$ cat src/rtl/fetch_queue_unit.sv
// fetch_queue_unit: instruction fetch front end with a small in-order queue.
// Requests go out under a credit rule, so accepted requests plus queued entries
// never exceed DEPTH. A redirect flushes the queue and drops the responses that
// are still in flight. The request address of each in-flight fetch is kept in
// its own FIFO so that every queued entry can carry pc+4.
// Optional build macro: FETCH_QUEUE_BYPASS_EN. When it is defined, a response
// that arrives while the queue is empty goes straight to the dequeue port in
// the same cycle.
module fetch_queue_unit #(
  parameter int unsigned DEPTH    = 4,
  parameter logic [31:0] RESET_PC = 32'h0000_0000
) (
  input  logic                         clk,
  input  logic                         reset,
  output logic                         imem_req_valid,
  output logic [31:0]                  imem_req_addr,
  input  logic                         imem_req_ready,
  input  logic                         imem_rsp_valid,
  input  logic [31:0]                  imem_rsp_data,
  input  logic                         redirect_valid,
  input  logic [31:0]                  redirect_pc,
  output logic                         deq_valid,
  output logic [31:0]                  deq_instr,
  output logic [31:0]                  deq_pc_plus4,
  input  logic                         deq_ready,
  output logic [$clog2(DEPTH+1)-1:0]   occupancy
);

  localparam int unsigned CW        = $clog2(DEPTH + 1);
  localparam int unsigned PW        = $clog2(DEPTH);
  localparam logic [CW:0]   DEPTH_W   = (CW + 1)'(DEPTH);
  localparam logic [CW-1:0] ZERO_C    = CW'(0);
  localparam logic [CW-1:0] ONE_C     = CW'(1);
  localparam logic [PW-1:0] ZERO_P    = PW'(0);
  localparam logic [PW-1:0] ONE_P     = PW'(1);
  localparam logic [31:0]   NOP_INSTR = 32'h0000_0013;

  typedef enum logic [0:0] {ST_FETCH = 1'b0, ST_FLUSH = 1'b1} state_t;

  state_t        state_r, state_s;
  logic [31:0]   fetch_pc_r, fetch_pc_s;
  logic [CW-1:0] outstanding_r, outstanding_s;
  logic [CW-1:0] discard_r, discard_s;
  logic [CW-1:0] occ_r, occ_s;
  logic          req_valid_r, req_valid_s;
  logic [PW-1:0] head_r, tail_r, a_head_r, a_tail_r;
  logic [31:0]   instr_mem_r [DEPTH];
  logic [31:0]   pc4_mem_r   [DEPTH];
  logic [31:0]   addr_mem_r  [DEPTH];

  logic          accept_s, rsp_hit_s, bypass_s, bypass_take_s, enq_s, deq_s;
  logic [31:0]   rsp_pc4_s;

  // Handshake qualifiers for this cycle; responses with nothing outstanding are ignored.
  always_comb begin
    accept_s  = req_valid_r & imem_req_ready;
    rsp_hit_s = imem_rsp_valid & (outstanding_r != ZERO_C);
`ifdef FETCH_QUEUE_BYPASS_EN
    bypass_s  = rsp_hit_s & (state_r == ST_FETCH) & (occ_r == ZERO_C) & ~redirect_valid;
`else
    bypass_s  = 1'b0;
`endif
    bypass_take_s = bypass_s & deq_ready;
    enq_s     = rsp_hit_s & (state_r == ST_FETCH) & ~redirect_valid & ~bypass_take_s;
    deq_s     = (occ_r != ZERO_C) & deq_ready;
    rsp_pc4_s = addr_mem_r[a_head_r] + 32'd4;
  end

  // Next-state computation for the FSM, fetch pointer and counters.
  always_comb begin
    state_s       = state_r;
    fetch_pc_s    = fetch_pc_r;
    outstanding_s = outstanding_r;
    discard_s     = discard_r;
    occ_s         = occ_r;
    if (accept_s && !rsp_hit_s) begin
      outstanding_s = outstanding_r + ONE_C;
    end else if (!accept_s && rsp_hit_s) begin
      outstanding_s = outstanding_r - ONE_C;
    end else begin
      outstanding_s = outstanding_r;
    end
    if (redirect_valid) begin
      // A request accepted in this same cycle is already in outstanding_s, so it is discarded too.
      fetch_pc_s = redirect_pc;
      occ_s      = ZERO_C;
      discard_s  = outstanding_s;
      if (outstanding_s != ZERO_C) begin
        state_s = ST_FLUSH;
      end else begin
        state_s = ST_FETCH;
      end
    end else begin
      if (accept_s) begin
        fetch_pc_s = fetch_pc_r + 32'd4;
      end else begin
        fetch_pc_s = fetch_pc_r;
      end
      if (enq_s && !deq_s) begin
        occ_s = occ_r + ONE_C;
      end else if (!enq_s && deq_s) begin
        occ_s = occ_r - ONE_C;
      end else begin
        occ_s = occ_r;
      end
      case (state_r)
        ST_FETCH: begin
          state_s   = ST_FETCH;
          discard_s = discard_r;
        end
        ST_FLUSH: begin
          if (rsp_hit_s) begin
            if (discard_r > ONE_C) begin
              discard_s = discard_r - ONE_C;
              state_s   = ST_FLUSH;
            end else begin
              discard_s = ZERO_C;
              state_s   = ST_FETCH;
            end
          end else if (discard_r == ZERO_C) begin
            discard_s = ZERO_C;
            state_s   = ST_FETCH;
          end else begin
            discard_s = discard_r;
            state_s   = ST_FLUSH;
          end
        end
        default: begin
          discard_s = ZERO_C;
          state_s   = ST_FETCH;
        end
      endcase
    end
    req_valid_s = (state_s == ST_FETCH) && (({1'b0, occ_s} + {1'b0, outstanding_s}) < DEPTH_W);
  end

  // Control registers: FSM state, fetch pointer, credit counters, request valid.
  always_ff @(posedge clk or negedge reset) begin
    if (!reset) begin
      state_r       <= ST_FETCH;
      fetch_pc_r    <= RESET_PC;
      outstanding_r <= ZERO_C;
      discard_r     <= ZERO_C;
      occ_r         <= ZERO_C;
      req_valid_r   <= 1'b0;
    end else begin
      state_r       <= state_s;
      fetch_pc_r    <= fetch_pc_s;
      outstanding_r <= outstanding_s;
      discard_r     <= discard_s;
      occ_r         <= occ_s;
      req_valid_r   <= req_valid_s;
    end
  end

  // Queue and request-address FIFO pointers; a redirect empties the queue only.
  always_ff @(posedge clk or negedge reset) begin
    if (!reset) begin
      head_r   <= ZERO_P;
      tail_r   <= ZERO_P;
      a_head_r <= ZERO_P;
      a_tail_r <= ZERO_P;
    end else begin
      if (redirect_valid) begin
        head_r <= ZERO_P;
        tail_r <= ZERO_P;
      end else begin
        head_r <= deq_s ? (head_r + ONE_P) : head_r;
        tail_r <= enq_s ? (tail_r + ONE_P) : tail_r;
      end
      a_tail_r <= accept_s  ? (a_tail_r + ONE_P) : a_tail_r;
      a_head_r <= rsp_hit_s ? (a_head_r + ONE_P) : a_head_r;
    end
  end

  // Entry storage: instruction with pc+4, and the address of each accepted request.
  always_ff @(posedge clk) begin
    if (enq_s) begin
      instr_mem_r[tail_r] <= imem_rsp_data;
      pc4_mem_r[tail_r]   <= rsp_pc4_s;
    end
    if (accept_s) begin
      addr_mem_r[a_tail_r] <= fetch_pc_r;
    end
  end

  // Dequeue port: head entry, else bypassed response, else an idle NOP.
  always_comb begin
    if (occ_r != ZERO_C) begin
      deq_valid    = 1'b1;
      deq_instr    = instr_mem_r[head_r];
      deq_pc_plus4 = pc4_mem_r[head_r];
    end else if (bypass_s) begin
      deq_valid    = 1'b1;
      deq_instr    = imem_rsp_data;
      deq_pc_plus4 = rsp_pc4_s;
    end else begin
      deq_valid    = 1'b0;
      deq_instr    = NOP_INSTR;
      deq_pc_plus4 = 32'h0000_0000;
    end
  end

  assign imem_req_valid = req_valid_r;
  assign imem_req_addr  = fetch_pc_r;
  assign occupancy      = occ_r;

endmodule
$ cat config.mk
export PLATFORM = sky130hd
export DESIGN_NAME = fetch_queue_unit
export DESIGN_NICKNAME = d
export VERILOG_FILES = /design/src/rtl/fetch_queue_unit.sv
export SDC_FILE = /design/constraint.sdc
export NUM_CORES = 1
export LEC_CHECK = 0
export BUFFER_PORTS_ARGS = -buffer_cell sky130_fd_sc_hd__buf_2
export CORE_MARGIN = 2
export CORE_UTILIZATION = 25
export CTS_BUF_LIST = sky130_fd_sc_hd__clkbuf_8
export CTS_CLUSTER_SIZE = 14
export DETAILED_ROUTE_END_ITERATION = 8
export SLEW_MARGIN = 25
export SYNTH_ARGS = -nofsm -noshare
export SYNTH_HDL_FRONTEND = slang
export SYNTH_SLANG_ARGS = --single-unit
$ cat constraint.sdc
create_clock -name clk -period 4.25 [get_ports clk]
set_clock_uncertainty 0.05 [all_clocks]
set_input_delay 0.2125 -clock clk [delete_from_list [all_inputs] [get_ports clk]]
set_output_delay 0.2125 -clock clk [all_outputs]
set_load 0.01 [all_outputs]
# Yosys cells after proc, flatten, opt, wreduce, memory -nomap -nowiden
# Memory sizes are Yosys's and may differ from the RTL's.
# Index checks and enable logic that the tools add are counted.
# W data, S select, Z words.
[classes]
addsub = 12
n_lt_le_gt_ge = 2
eq_ne = 2
n_mux = 29
bitwise_logic = 8
n_reduce_logical = 17
[op_table]
columns = ["operator", "n"]
rows = [
  ["$mux W32", 4],
  ["$add A32 B3 Y32 const B", 2],
  ["$mux W3", 10],
  ["$mux W1", 10],
  ["$reduce_bool A3 Y1", 3],
  ["$sub A3 B1 Y3 const B", 3],
  ["$add A2 B1 Y2 const B", 4],
  ["$mux W2", 4],
  ["$add A3 B1 Y3 const B", 2],
  ["$reduce_bool A2 Y1", 3],
  ["$and A1 B1 Y1", 5],
  ["$logic_and A1 B1 Y1", 5],
  ["$add A3 B3 Y4", 1],
  ["$logic_not A1 Y1", 4],
  ["$lt A4 B3 Y1 const B", 1],
  ["$ne A4 B2 Y1 const B", 1],
  ["$gt A3 B1 Y1 const B", 1],
  ["$logic_not A3 Y1", 1],
  ["$not A1 Y1", 3],
  ["$ne A2 B2 Y1 const B", 1],
  ["$pmux W1 S2", 1],
  ["$reduce_and A2 Y1", 1],
]
[totals]
ff_bits = 51
mem_bits_rw = 384
in_bits = 70
output_inout_bits = 101
word_cells = 83
mem_count = 3
[mem_list]
columns = ["memory", "words", "word_bits", "rd", "rd_ports_with_merged_regs", "wr", "line", "rtl"]
rows = [
  ["addr_mem_r", 4, 32, 1, 0, 1, "49", "logic [31:0] addr_mem_r [DEPTH];"],
  ["instr_mem_r", 4, 32, 1, 0, 1, "47", "logic [31:0] instr_mem_r [DEPTH];"],
  ["pc4_mem_r", 4, 32, 1, 0, 1, "48", "logic [31:0] pc4_mem_r [DEPTH];"],
]

# Longest topological paths before layout
[depth]
depth_word = 12
depth_mapped = 11
ltp_nobuf = 11

# Least setup slack after synthesis
# OpenSTA, ideal clock, no wires.
[synth_timing]
kind = "register to register"
start = "register outstanding_r[1]"
end = "memory instr_mem_r[1][0] (enable)"
setup_ns = 0.429
arrival_ns = 2.966
required_time_ns = 3.771
path_slack_ns = 0.806
path_stages_with_launch = 7
path_buffers = 0
synth_period_minus_slack_ns = 3.444
cell_sequence = "dfrtp_1 inv_1 ha_1 ha_1 nand2b_1 nor3_1 and2_1"
[synth_between]
elab_chain_cells = 6
[synth_lines]
columns = ["item", "line", "rtl"]
rows = [
  ["start, declared", "42", "logic [CW-1:0] outstanding_r, outstanding_s;"],
  ["start signal, assigned", "149", "outstanding_r <= outstanding_s;"],
  ["$reduce_bool A3 Y1", "57", "rsp_hit_s = imem_rsp_valid & (outstanding_r != ZERO_C);"],
  ["$and A1 B1 Y1", "57", ""],
  ["$and A1 B1 Y1 (2 in series)", "64", "enq_s = rsp_hit_s & (state_r == ST_FETCH) & ~redirect_valid & ~bypass_take_s;"],
  ["$mux W1", "178", "if (enq_s) begin"],
  ["$mux W1 (not written as such)", "179", "instr_mem_r[tail_r] <= imem_rsp_data;"],
  ["end, declared", "47", ""],
]
# No other way between the ends.

# Worst setup path after layout
[layout_timing]
start = "register outstanding_r[1]"
end = "register req_valid_r (netlist: imem_req_valid)"
[layout_between]
elab_chain_cells = 12
word_cells_on_any_way = 26
classes_between = "3 x add/sub; 1 x order compare; 9 x mux; 4 x bitwise; 9 x reduce/logical"
[layout_lines]
columns = ["item", "line", "rtl"]
rows = [
  ["$reduce_bool A3 Y1 (*)", "57", ""],
  ["$and A1 B1 Y1 (*)", "57", ""],
  ["$and A1 B1 Y1 (*) (2 in series)", "64", ""],
  ["$logic_not A1 Y1", "101", "end else if (!enq_s && deq_s) begin"],
  ["$logic_and A1 B1 Y1", "101", ""],
  ["$mux W3", "101", ""],
  ["$mux W3 (*)", "99", "if (enq_s && !deq_s) begin"],
  ["$mux W3 (*)", "83", "if (redirect_valid) begin"],
  ["via occ_s[2]", "44", "logic [CW-1:0] occ_r, occ_s;"],
  ["$add A3 B3 Y4 (*)", "134", "req_valid_s = (state_s == ST_FETCH) && (({1'b0, occ_s} + {1'b0, outstanding_s}) < DEPTH_W);"],
  ["$lt A4 B3 Y1 (*)", "134", ""],
  ["$logic_and A1 B1 Y1 (*)", "134", ""],
  ["via req_valid_s", "45", "logic req_valid_r, req_valid_s;"],
  ["end signal, assigned", "152", "req_valid_r <= req_valid_s;"],
  ["end, declared", "45", ""],
]
# The timed path passes the listed nets; every way through them passes the cells marked *.
# A chain may end at the register's enable or synchronous reset.

==> results.json <==
{
  "synth_cell_types": 54,
  "tightestPinTransition_ns": 0.9910,
  "cts.sinks": 435,
  "drc_errors": 0,
  "ant_nets": 0,
  "swShare": 0.3223,
  "preCtsSetupSlack_ns": 1.026,
  "grt_max_degree": 66,
  "power.density_mw_per_mm2": 565.8,
  "cap_violations": 0,
  "fmax_ghz": 0.3084,
  "syn_area_sq_mm": 0.01784,
  "synth_xor_area_frac": 0.03345,
  "nFillCells": 6953,
  "drive_above_1_share": 0.3022,
  "synth-seq-cells": 435,
  "path_clk_slew_ns": 0.07,
  "power_frac_comb": 0.295,
  "antenna_found_initial": 3,
  "synth_compound_area_frac": 0.01641,
  "syn_avg_cell_area_sq_um": 18.41,
  "grt_pass1_wl_um": 62910,
  "finalNetCount": 1343,
  "holdCritStartpoint": "imem_rsp_valid",
  "final_area_sq_mm": 0.02168,
  "grt_usage": 0.1138,
  "synth-main-ff-cell": "edfxtp_1",
  "die_w_um": 271.2,
  "regToRegSetupSlack_ns": 1.01,
  "fp.dieH_um": 271.2,
  "postSynthCellCount": 969,
  "setup_viol": 0,
  "placed_area_sq_mm": 0.01984,
  "start_util": 0.2535,
  "internal-power_mw": 8.313,
  "cts_resized": 0,
  "post-dp-hpwl_um": 28110,
  "critPathCaptureType": "flip-flop",
  "rr_worst_depth": 11,
  "io-pin-count": 171,
  "core_region_area_sq_mm": 0.07039,
  "finish.utilization": 0.3080,
  "fin_ws_ns": 1.007,
  "synth-edff-count": 384,
  "critPathMaxFanout": 7,
  "syn-num-nets": 1060,
  "antennaDiodeCount": 0,
  "rsz0062_at_grt": "no",
  "grt-ovfl-total": 0,
  "power_switching_mw": 3.953,
  "yosys.area_share.simple": 0.07489,
  "grt_pass1_vias": 10078,
  "whs_ns": 0.1249,
  "synth-seq-area-share": 0.7178,
  "via_per_inst": 4.308,
  "worstPathRequired_ns": 4.69,
  "place.gp.congestion": 0.7100,
  "clk_latency_ns": 0.60,
  "vias": 9637,
  "holdCritPathClass": "in -> reg",
  "crit_arrival_ns": 3.68,
  "wirelength_um": 42370,
  "numCtsBuffers": 67,
  "synth_top_family_by_area": "multiplexers",
  "peakVddDrop_uv": 294.6,
  "cts_buffer_depth": 3,
  "finalHoldViolCount": 0,
  "pwr-share-clk": 0.256,
  "wl_per_cell_um": 18.94,
  "fin_crit_ns": 3.243,
  "pwr-share-seq": 0.449,
  "area_growth_syn_to_layout_pct": 21.49,
  "synth-async-reset-ratio": 0.1172,
  "synthAdderAreaFrac": 0.01592,
  "htree_levels": 3,
  "ys_warn_count": 0,
  "min_path_cells": 3,
  "tns_ns": 0,
  "drt_iter0_drc": 717,
  "place.port_buffers": 170,
  "cts_root_buf": "clkbuf_8",
  "rows": 97,
  "final_common_cell": "edfxtp_1",
  "crit_start": "outstanding_r[1]",
  "status": "complete, no violations",
  "final_max_slew_viol_count": 0,
  "firstDrtPassIters": 5,
  "die_area_sq_mm": 0.07353,
  "worstReg2RegStart": "outstanding_r[1]",
  "p_leak_nw": 7.466,
  "synthMuxAreaShare": 0.1259,
  "finalCritPeriodShare": 0.7631,
  "critical_path_class": "reg -> reg",
  "critPathLaunchType": "flip-flop",
  "final_cell_mix": "edfxtp_1 (384), buf_2 (170), mux4_2 (93), clkbuf_8 (69), dlygate4sd3_1 (67)",
  "cts_tree": "yes",
  "relSlewSlack": 0.3393
}
==> cell usage after synthesis (2+ instances only) <==
cell type	number	share of area
a311oi_1	2	0.00098
mux4_2	93	0.12
nand3_2	2	0.0011
nand2_1	54	0.011
a31oi_1	2	0.00070
clkbuf_1	18	0.0038
nand4_1	20	0.0070
and3_1	7	0.0025
buf_2	9	0.0025
a21oi_1	2	0.00056
mux4_1	3	0.0044
mux2_2	3	0.0019
o21ai_0	36	0.010
xor2_1	33	0.016
ha_1	21	0.015
nor2b_1	2	0.00070
xnor3_1	2	0.0025
and2_1	70	0.025
inv_1	21	0.0044
nor4_4	4	0.0048
and4_1	2	0.00098
and3b_1	2	0.00098
or3_1	3	0.0011
nand2b_1	2	0.00070
mux2i_1	4	0.0022
nor3_1	6	0.0017
edfxtp_1	384	0.65
buf_4	2	0.00084
or2_2	3	0.0011
dfrtp_1	51	0.072
buf_6	2	0.0013
xnor2_1	30	0.015
buf_1	7	0.0015
nor2_1	23	0.0048
nand3_1	25	0.0070
==> cell type report <==
class                   instances  area, sq um  share of cell area
flip-flops and latches        435        12820              0.5912
multi-input cells             473         4772              0.2201
repair buffers                253         1667             0.07688
well taps                     940         1176             0.05425
clock buffers                  69        949.7             0.04381
clock inverters                45        215.2            0.009927
inverters                      22        82.58            0.003809
==> power by group through the flow <==
stage / Clock (mW) / Combinational, mW / Sequential, mW
2_1_floorplan: 0 / 2.47 / 5.38
3_3_place_gp: 0 / 3.58 / 5.59
3_5_place_dp: 0 / 3.66 / 5.61
4_1_cts: 3.24 / 3.72 / 5.52
5_1_grt: 3.42 / 3.97 / 5.57
6_report: 3.13 / 3.62 / 5.51
==> per-stage QoR <==
stage,power (mW),std cells
finish,12.27,2237
global route,12.95,2237
CTS,12.49,2237
detailed placement,9.271,2056
global placement,9.177,2056
floorplan,7.848,969
==> critical path, stage by stage (launching register included) <==
cell and delay [ns]:
dfrtp_1 0.41, inv_1 0.07, ha_1 0.18, ha_1 0.19, nand2b_1 0.28, nor3_1 0.66
mux2i_1 0.30, xnor2_1 0.14, nor2_1 0.08, ha_1 0.28, or3_1 0.30, a311oi_1 0.20
==> final timing paths <==
| kind | endpoint |
|---|---|
| max in group asynchronous | imem_req_addr[17] |
| hold / removal | a_head_r[0] |
| setup / recovery | imem_req_valid |
| min in group asynchronous | imem_req_addr[0] |
| setup reg to reg | imem_req_valid |
| hold reg to reg | discard_r[1] |
==> kinds of logic after synthesis <==
group / after synthesis
AO/OA/AOI/OAI: 50
XOR/XNOR: 65
adder cells (fa/ha/maj): 23
buffers and inverters: 61
flip-flops: 435
multiplexers: 103
AND/OR/NAND/NOR: 232
==> timing repair <==
item                       in CTS  in global routing
hold buffers                   67                  0
buffers inserted                0                  0
setup endpoints to repair       0                  0
hold endpoints to repair      191                  0
==> state kept, by name (all words and copies together), names as in the netlist, 2 cells and up <==
signal / count
discard_r: 3
head_r: 2
occupancy: 3
addr_mem_r: 128
tail_r: 2
pc4_mem_r: 128
instr_mem_r: 128
a_tail_r: 2
a_head_r: 2
imem_req_addr: 32
outstanding_r: 3
==> per-layer routing <==
layer,part of all wire,up-vias,GRT usage
met2,0.47,292,0.1824
met5,0.00019,-,0
met1,0.45,4934,0.1521
met3,0.063,54,0.03220
li1,-,4355,-
met4,0.016,2,0.02906
(Power assumes the default switching activity.)
